**src/rtl/res_collector_pkg.sv**
```systemverilog
`default_nettype none
// ============================================================================
// Module      : res_collector_pkg
// Description : Shared types and widths for the result collector: item type,
//               batch counter / checksum widths and the bank state encoding.
// Revision    : 1.0 - initial release
// ============================================================================
package res_collector_pkg;

    localparam int DEF_ITEM_WIDTH = 8;
    localparam int BATCH_CNT_W    = 16;
    localparam int SUM_W          = 16;

    typedef logic [DEF_ITEM_WIDTH-1:0] item_t;

    // Life cycle of one storage bank
    typedef enum logic [1:0] {
        EMPTY   = 2'd0,
        FILLING = 2'd1,
        FULL    = 2'd2
    } bank_state_e;

endpackage
`default_nettype wire

```
**src/rtl/res_bank.sv**
```systemverilog
`default_nettype none
// ============================================================================
// Module      : res_bank
// Description : One batch storage bank. Holds NUM items in arrival order,
//               its own write index and state (EMPTY/FILLING/FULL). With
//               RES_COLLECTOR_CHECKSUM_EN defined it also keeps a 16-bit
//               running sum of its items; otherwise o_sum is tied to 0.
// Revision    : 1.0 - initial release
// ============================================================================
module res_bank
    import res_collector_pkg::*;
#(
    parameter int NUM        = 100,
    parameter int ITEM_WIDTH = DEF_ITEM_WIDTH
) (
    input  logic                      clk_i,
    input  logic                      reset_i,
    input  logic                      i_wr_en,
    input  logic [ITEM_WIDTH-1:0]     i_wr_data,
    input  logic                      i_drain,
    output logic                      o_full,
    output logic                      o_last,
    output logic [NUM*ITEM_WIDTH-1:0] o_data,
    output logic [SUM_W-1:0]          o_sum
);

    localparam int CNT_W = $clog2(NUM);

    logic [CNT_W-1:0] r_idx;
    bank_state_e      r_state;
    logic             w_write;
    logic             w_at_last;

    // A full bank refuses writes until it has been drained
    assign w_write   = i_wr_en && (r_state != FULL);
    assign w_at_last = (r_idx == CNT_W'(NUM - 1));
    assign o_full    = (r_state == FULL);
    assign o_last    = w_at_last;

    // Bank state machine and write index
    always_ff @(posedge clk_i) begin
        if (reset_i) begin
            r_idx   <= '0;
            r_state <= EMPTY;
        end else if (w_write) begin
            if (w_at_last) begin
                r_idx   <= '0;
                r_state <= FULL;
            end else begin
                r_idx   <= r_idx + 1'b1;
                r_state <= FILLING;
            end
        end else if (i_drain && (r_state == FULL)) begin
            r_state <= EMPTY;
        end
    end

    for (genvar k = 0; k < NUM; k++) begin : g_item
        logic [ITEM_WIDTH-1:0] r_item;

        // Item slot k captures the k-th accepted item of the batch
        always_ff @(posedge clk_i) begin
            if (reset_i) begin
                r_item <= '0;
            end else if (w_write && (r_idx == CNT_W'(k))) begin
                r_item <= i_wr_data;
            end
        end

        assign o_data[k*ITEM_WIDTH +: ITEM_WIDTH] = r_item;
    end

`ifdef RES_COLLECTOR_CHECKSUM_EN
    logic [SUM_W-1:0] r_sum;
    logic [SUM_W-1:0] w_item_ext;

    assign w_item_ext = SUM_W'(i_wr_data);

    // Running sum restarts with the first item of every new batch
    always_ff @(posedge clk_i) begin
        if (reset_i) begin
            r_sum <= '0;
        end else if (w_write) begin
            r_sum <= (r_idx == '0) ? w_item_ext : (r_sum + w_item_ext);
        end
    end

    assign o_sum = r_sum;
`else
    assign o_sum = '0;
`endif

endmodule
`default_nettype wire

```
**src/rtl/res_collector.sv**
```systemverilog
`default_nettype none
// ============================================================================
// Module      : res_collector
// Description : Packs the per-cycle result stream into NUM-item batches using
//               two res_bank instances (ping-pong). Capture continues into one
//               bank while the host drains the other. Batch completion shows
//               on batch_valid_o (level), batch_toggle_o (toggle) and
//               batch_cnt_o. Optional checksum: RES_COLLECTOR_CHECKSUM_EN.
// Revision    : 1.0 - initial release
// ============================================================================
module res_collector
    import res_collector_pkg::*;
#(
    parameter int NUM        = 100,
    parameter int ITEM_WIDTH = DEF_ITEM_WIDTH
) (
    input  logic                      clk_i,
    input  logic                      reset_i,
    input  logic                      res_valid_i,
    input  logic [ITEM_WIDTH-1:0]     res_i,
    output logic                      res_ready_o,
    output logic                      batch_valid_o,
    output logic [NUM*ITEM_WIDTH-1:0] batch_data_o,
    input  logic                      batch_ready_i,
    output logic                      batch_toggle_o,
    output logic [BATCH_CNT_W-1:0]    batch_cnt_o,
    output logic [SUM_W-1:0]          batch_sum_o
);

    logic                      r_wr_bank;
    logic                      r_rd_bank;
    logic                      r_toggle;
    logic [BATCH_CNT_W-1:0]    r_cnt;

    logic [1:0]                w_full;
    logic [1:0]                w_last;
    logic [1:0]                w_wr_en;
    logic [1:0]                w_drain_bank;
    logic [NUM*ITEM_WIDTH-1:0] w_data [2];
    logic [SUM_W-1:0]          w_sum  [2];
    logic                      w_accept;
    logic                      w_drain;
    logic                      w_complete;

    assign res_ready_o   = !w_full[r_wr_bank];
    assign batch_valid_o = w_full[r_rd_bank];
    assign batch_data_o  = w_data[r_rd_bank];
    assign batch_sum_o   = w_sum[r_rd_bank];

    assign w_accept   = res_valid_i && res_ready_o;
    assign w_drain    = batch_valid_o && batch_ready_i;
    assign w_complete = w_accept && w_last[r_wr_bank];

    assign batch_toggle_o = r_toggle;
    assign batch_cnt_o    = r_cnt;

    for (genvar b = 0; b < 2; b++) begin : g_bank
        assign w_wr_en[b]      = w_accept && (r_wr_bank == 1'(b));
        assign w_drain_bank[b] = w_drain  && (r_rd_bank == 1'(b));

        res_bank #(
            .NUM        (NUM),
            .ITEM_WIDTH (ITEM_WIDTH)
        ) u_bank (
            .clk_i     (clk_i),
            .reset_i   (reset_i),
            .i_wr_en   (w_wr_en[b]),
            .i_wr_data (res_i),
            .i_drain   (w_drain_bank[b]),
            .o_full    (w_full[b]),
            .o_last    (w_last[b]),
            .o_data    (w_data[b]),
            .o_sum     (w_sum[b])
        );
    end

    // Bank selection and completion signalling; write and read sides move
    // independently so a completion and a drain in one cycle both take effect
    always_ff @(posedge clk_i) begin
        if (reset_i) begin
            r_wr_bank <= 1'b0;
            r_rd_bank <= 1'b0;
            r_toggle  <= 1'b0;
            r_cnt     <= '0;
        end else begin
            if (w_complete) begin
                r_wr_bank <= ~r_wr_bank;
                r_toggle  <= ~r_toggle;
                r_cnt     <= r_cnt + 1'b1;
            end
            if (w_drain) begin
                r_rd_bank <= ~r_rd_bank;
            end
        end
    end

endmodule
`default_nettype wire

```
**config.mk**
```make
export PLATFORM = sky130hd
export DESIGN_NAME = res_collector
export DESIGN_NICKNAME = d
export VERILOG_FILES = /design/src/rtl/res_collector_pkg.sv /design/src/rtl/res_bank.sv /design/src/rtl/res_collector.sv
export SDC_FILE = /design/constraint.sdc
export NUM_CORES = 2
export LEC_CHECK = 0
export CORE_MARGIN = 2
export CORE_UTILIZATION = 58
export CTS_BUF_LIST = sky130_fd_sc_hd__clkbuf_8
export DETAILED_ROUTE_END_ITERATION = 8
export GPL_TIMING_DRIVEN = 0
export PLACE_DENSITY = 0.87
export SETUP_SLACK_MARGIN = 0.3
export SYNTH_ARGS = -nofsm -noshare
export SYNTH_HDL_FRONTEND = slang
export SYNTH_SLANG_ARGS = --single-unit
```
**constraint.sdc**
```tcl
create_clock -name clk_i -period 2.85 [get_ports clk_i]
set_input_delay 0.57 -clock clk_i [delete_from_list [all_inputs] [get_ports clk_i]]
set_output_delay 0.57 -clock clk_i [all_outputs]
set_load 0.03 [all_outputs]
```
==> implementation parameters <==
Parameter                              Value

Outcome
  Run status    finished with violations
  Violations in the final reports    DRC, capacitance limit, slew limit, setup timing

Route
  Number of vias per cell after detailed routing    6.587
  Drt initial violations    11960
  Via count    73270
  Routed WL per cell    29.24 um
  Detailed Route WL    325200 um
  Residual antenna-violating net count after detailed routing    0
  Pre-antenna DRT Iters    9
  Residual DRC    29

Clock network
  CTS buffer count    282
  TritonCTS clock tree    done
  Source-to-sink clock delay at the later pin of the worst-skew pair    990 ps
  CTS Root Buffer Type    clkbuf_8
  Sink Count    1637
  Clk pin slew, worst setup/hold paths    70 ps
  H-tree levels    5
  Deepest clock path buffer count    4

Timing
  Number of hold violations in the final report    0
  Share of the clock period used by the worst path    120.3%
  Pins over their slew limit    100
  Worst rel slew slack    -18.61%
  Slew of the pin with the lowest slew margin    1779 ps
  Setup repair after global routing missed its margin    yes
  Maximum frequency from static timing analysis    0.2916 GHz
  Minimum clock period after layout    3429 ps
  Worst setup skew after layout    62.36 ps
  Setup-failing EPs final    1877
  Final setup slack of the worst path    -579.3 ps
  Final Hold Slack    141.9 ps

Global routing
  Global-route wire length before repair    455600 um
  Overflow after GRT    0
  Via count of the first global-routing pass    68300
  Initial antenna violation count    29
  All-Layer GR Usage    50.69%
  Maximum number of pins on one net before global-route repair    17

Worst setup path
  Number of cell instances on the worst register-to-register path    7
  Series of cell instances along the critical path    inv_1 > ha_1 > nand4_1 > buf_4 > clkbuf_1 > o21ai_0 > a21oi_1
  CP max stage delay    1290 ps
  Slowest stage cell on the critical path    clkbuf_1
  Startpoint class of the critical path    flop
  Number of buffers and inverters on the critical path    3
  Critical R2R Capture    g_bank[0].u_bank.g_item[82].r_item[7]
  Crit Path Max Fanout    10
  Worst Path Arrival    4290 ps
  Data required, critical path    3720 ps
  Largest delay contributor family on the critical path    buffers and inverters
  Endpoint type of the worst setup path    flop
  Internal reg-to-reg setup slack    -580 ps
  Reg2reg start    g_bank[0].u_bank.r_idx[0]
  Path type of the worst setup path    reg2reg

Pwr
  Leakage dissipation    32.04 nW
  Highest ir drop seen on vdd    0.4662 mV
  Areal power density over the cells    541.9 nW/um2

Yosys
  Top-area cell type share of the netlist area    47.24%
  Largest area contributor in the synthesized netlist    dfxtp_1
  Most used DFF post-synth    dfxtp_1
  Count of flip-flops with a built-in enable after synthesis    0
  Mean cell area of the mapped netlist    8.485 um2
  Cells taking the most area after synthesis    dfxtp_1 47%, mux2_2 13%, a21oi_1 9.6%
  Flip-flop and latch count after synthesis    1637
  Syn. warnings    0
  Sequential share of the synthesized area    47.24%
  Post-synthesis cell count    8176
  Library cells used by synthesis    47
  Ys async rst share    0%
  Mapped Area    69370 um2

Floorplan
  Horiz. Die Dim    349.8 um
  Initial standard-cell utilization of the core    58.59%
  Boundary pin count    847
  Die area    122400 um2
  Std-Cell Core Area    118400 um2
  Row cnt    126
  Die Ht    349.8 um

Layout
  Commonest cells after routing, fill and taps aside    1635 x dfxtp_1, 1387 x nand2_1, 1326 x a21oi_1
  Share of final-layout standard cells stronger than drive strength 1    20.50%
  Most common cell after layout, fill and taps aside    dfxtp_1
  Signed area change from the synthesized netlist to the final layout    22.40%
  Number of nets in the final layout    9334
  Area of all placed cells without fillers    84910 um2

Flow run
  Number of maximum-capacitance constraint violations    9

Worst hold path
  Worst min-delay path endpoint    g_bank[0].u_bank.r_idx[0]
  Hold Path Class    in2reg
  Hold path startpoint    res_valid_i
  Cell depth of the worst min-delay path    4

Placement
  Placer's final routability congestion estimate    1.012
  Placed Area    79640 um2
  Input/output buffers    820
  HPWL after detailed placement    225300 um
## per-stage QoR
step / util (%) / total power, mW / TNS, ps / instances / setup slack, ps
final: 71.72 / 46.01 / -529720 / 11120 / -579.3
after CTS: 71.74 / 45.39 / -340080 / 11090 / -450.9
after global routing: 71.66 / 46.57 / -454120 / 11090 / -511.4
after floorplan: - / 24.28 / 0 / 8191 / 438.3
after global placement: 67.26 / 25.22 / -1210070 / 10610 / -2167
after detailed placement: 67.27 / 25.23 / -1188860 / 10610 / -2225
## registers in the layout, indices dropped and copies added (netlist names)
register and cells:
g_bank.u_bank.r_idx 14, batch_cnt_o 16, g_bank.u_bank.r_state 4, r_wr_bank 1
batch_toggle_o 1, r_rd_bank 1, g_bank.u_bank.g_item.r_item 1600
## final cells by class
| class | count | area, um2 |
|---|---|---|
| clock inverters | 114 | 554.3 |
| multi-input cells | 5766 | 33910 |
| fillers | 9033 | 33480 |
| well taps | 1600 | 2002 |
| plain buffers | 779 | 4143 |
| flip-flops and latches | 1637 | 32770 |
| clock buffers | 349 | 4803 |
| inverters | 9 | 33.78 |
| repair buffers | 838 | 6616 |
| diodes | 31 | 77.57 |
## worst max-delay path by stage
| stage | startpoint | to | slack, ps | cells past startpoint |
|---|---|---|---|---|
| after CTS | r_rd_bank | batch_data_o[585] | -450 | 6 |
| after global routing | r_rd_bank | batch_data_o[667] | -510 | 7 |
| after global placement | r_rd_bank | batch_data_o[608] | -2170 | 6 |
| after floorplan | r_rd_bank | batch_data_o[764] | 440 | 5 |
| after detailed placement | r_rd_bank | batch_data_o[608] | -2220 | 6 |
| final | g_bank[0].u_bank.r_idx[0] | g_bank[0].u_bank.g_item[82].r_item[7] | -580 | 7 |
## report_power, final
group / internal (mW) / total, mW / switching, mW / leakage (nW)
clock network: 11.1 / 21.1 / 9.95 / 3.07
logic: 0.237 / 2.01 / 1.77 / 15.8
registers: 22.9 / 22.9 / 0.0134 / 13.2
## logic make-up after synthesis
group,synth area share (%)
XOR/XNOR,0.2525
AND/OR/NAND/NOR,13.43
buffers and inverters,4.480
flip-flops,47.24
adder cells (fa/ha/maj),0.1623
AO/OA/AOI/OAI,17.27
multiplexers,17.16
other,0.005406
## synth_stat cells (2+ instances only)
library cell,count
nor2_1,444
nor3b_2,3
and3_1,16
a21oi_1,1326
xnor2_1,17
inv_1,8
xor2_1,3
clkbuf_1,672
a211oi_1,3
nor3b_1,5
o21ai_0,1024
nand3b_1,4
mux2i_1,289
buf_6,3
buf_4,18
nor2b_1,10
dfxtp_1,1637
nor2_4,19
nand2b_1,3
or3_1,5
buf_1,38
nand3_1,308
or2_2,2
nand2_1,1389
ha_1,9
buf_2,48
nor3_1,7
a31oi_1,2
nand3_2,10
nand4_1,11
a2111oi_2,7
nor2_2,16
mux2_2,800
o21ai_1,6
and4_1,2
## worst reg2reg max path: stages, from the launching register on
cell and delay, ps:
dfxtp_1 430, inv_1 90, ha_1 350, nand4_1 320, buf_4 320, clkbuf_1 1300, o21ai_0 270, a21oi_1 230
## per-layer routing
layer / global-route usage [%] / wire (um)
met1: 57.73 / 105700
met2: 71.56 / 130300
met3: 21.79 / 52040
met4: 46.09 / 36940
met5: 0.8634 / 263
## repair_timing
item / 4_1_cts / 5_1_grt
gates cloned: 7 / 3
endpoints found under the hold margin: 1 / 0
setup endpoints to repair: 2304 / 2405
hold buffers: 1 / 0
pin swaps: 3 / 2
gates resized for setup: 2662 / 316
setup buffers: 5 / 2
Power figures use the tool's default switching activity.
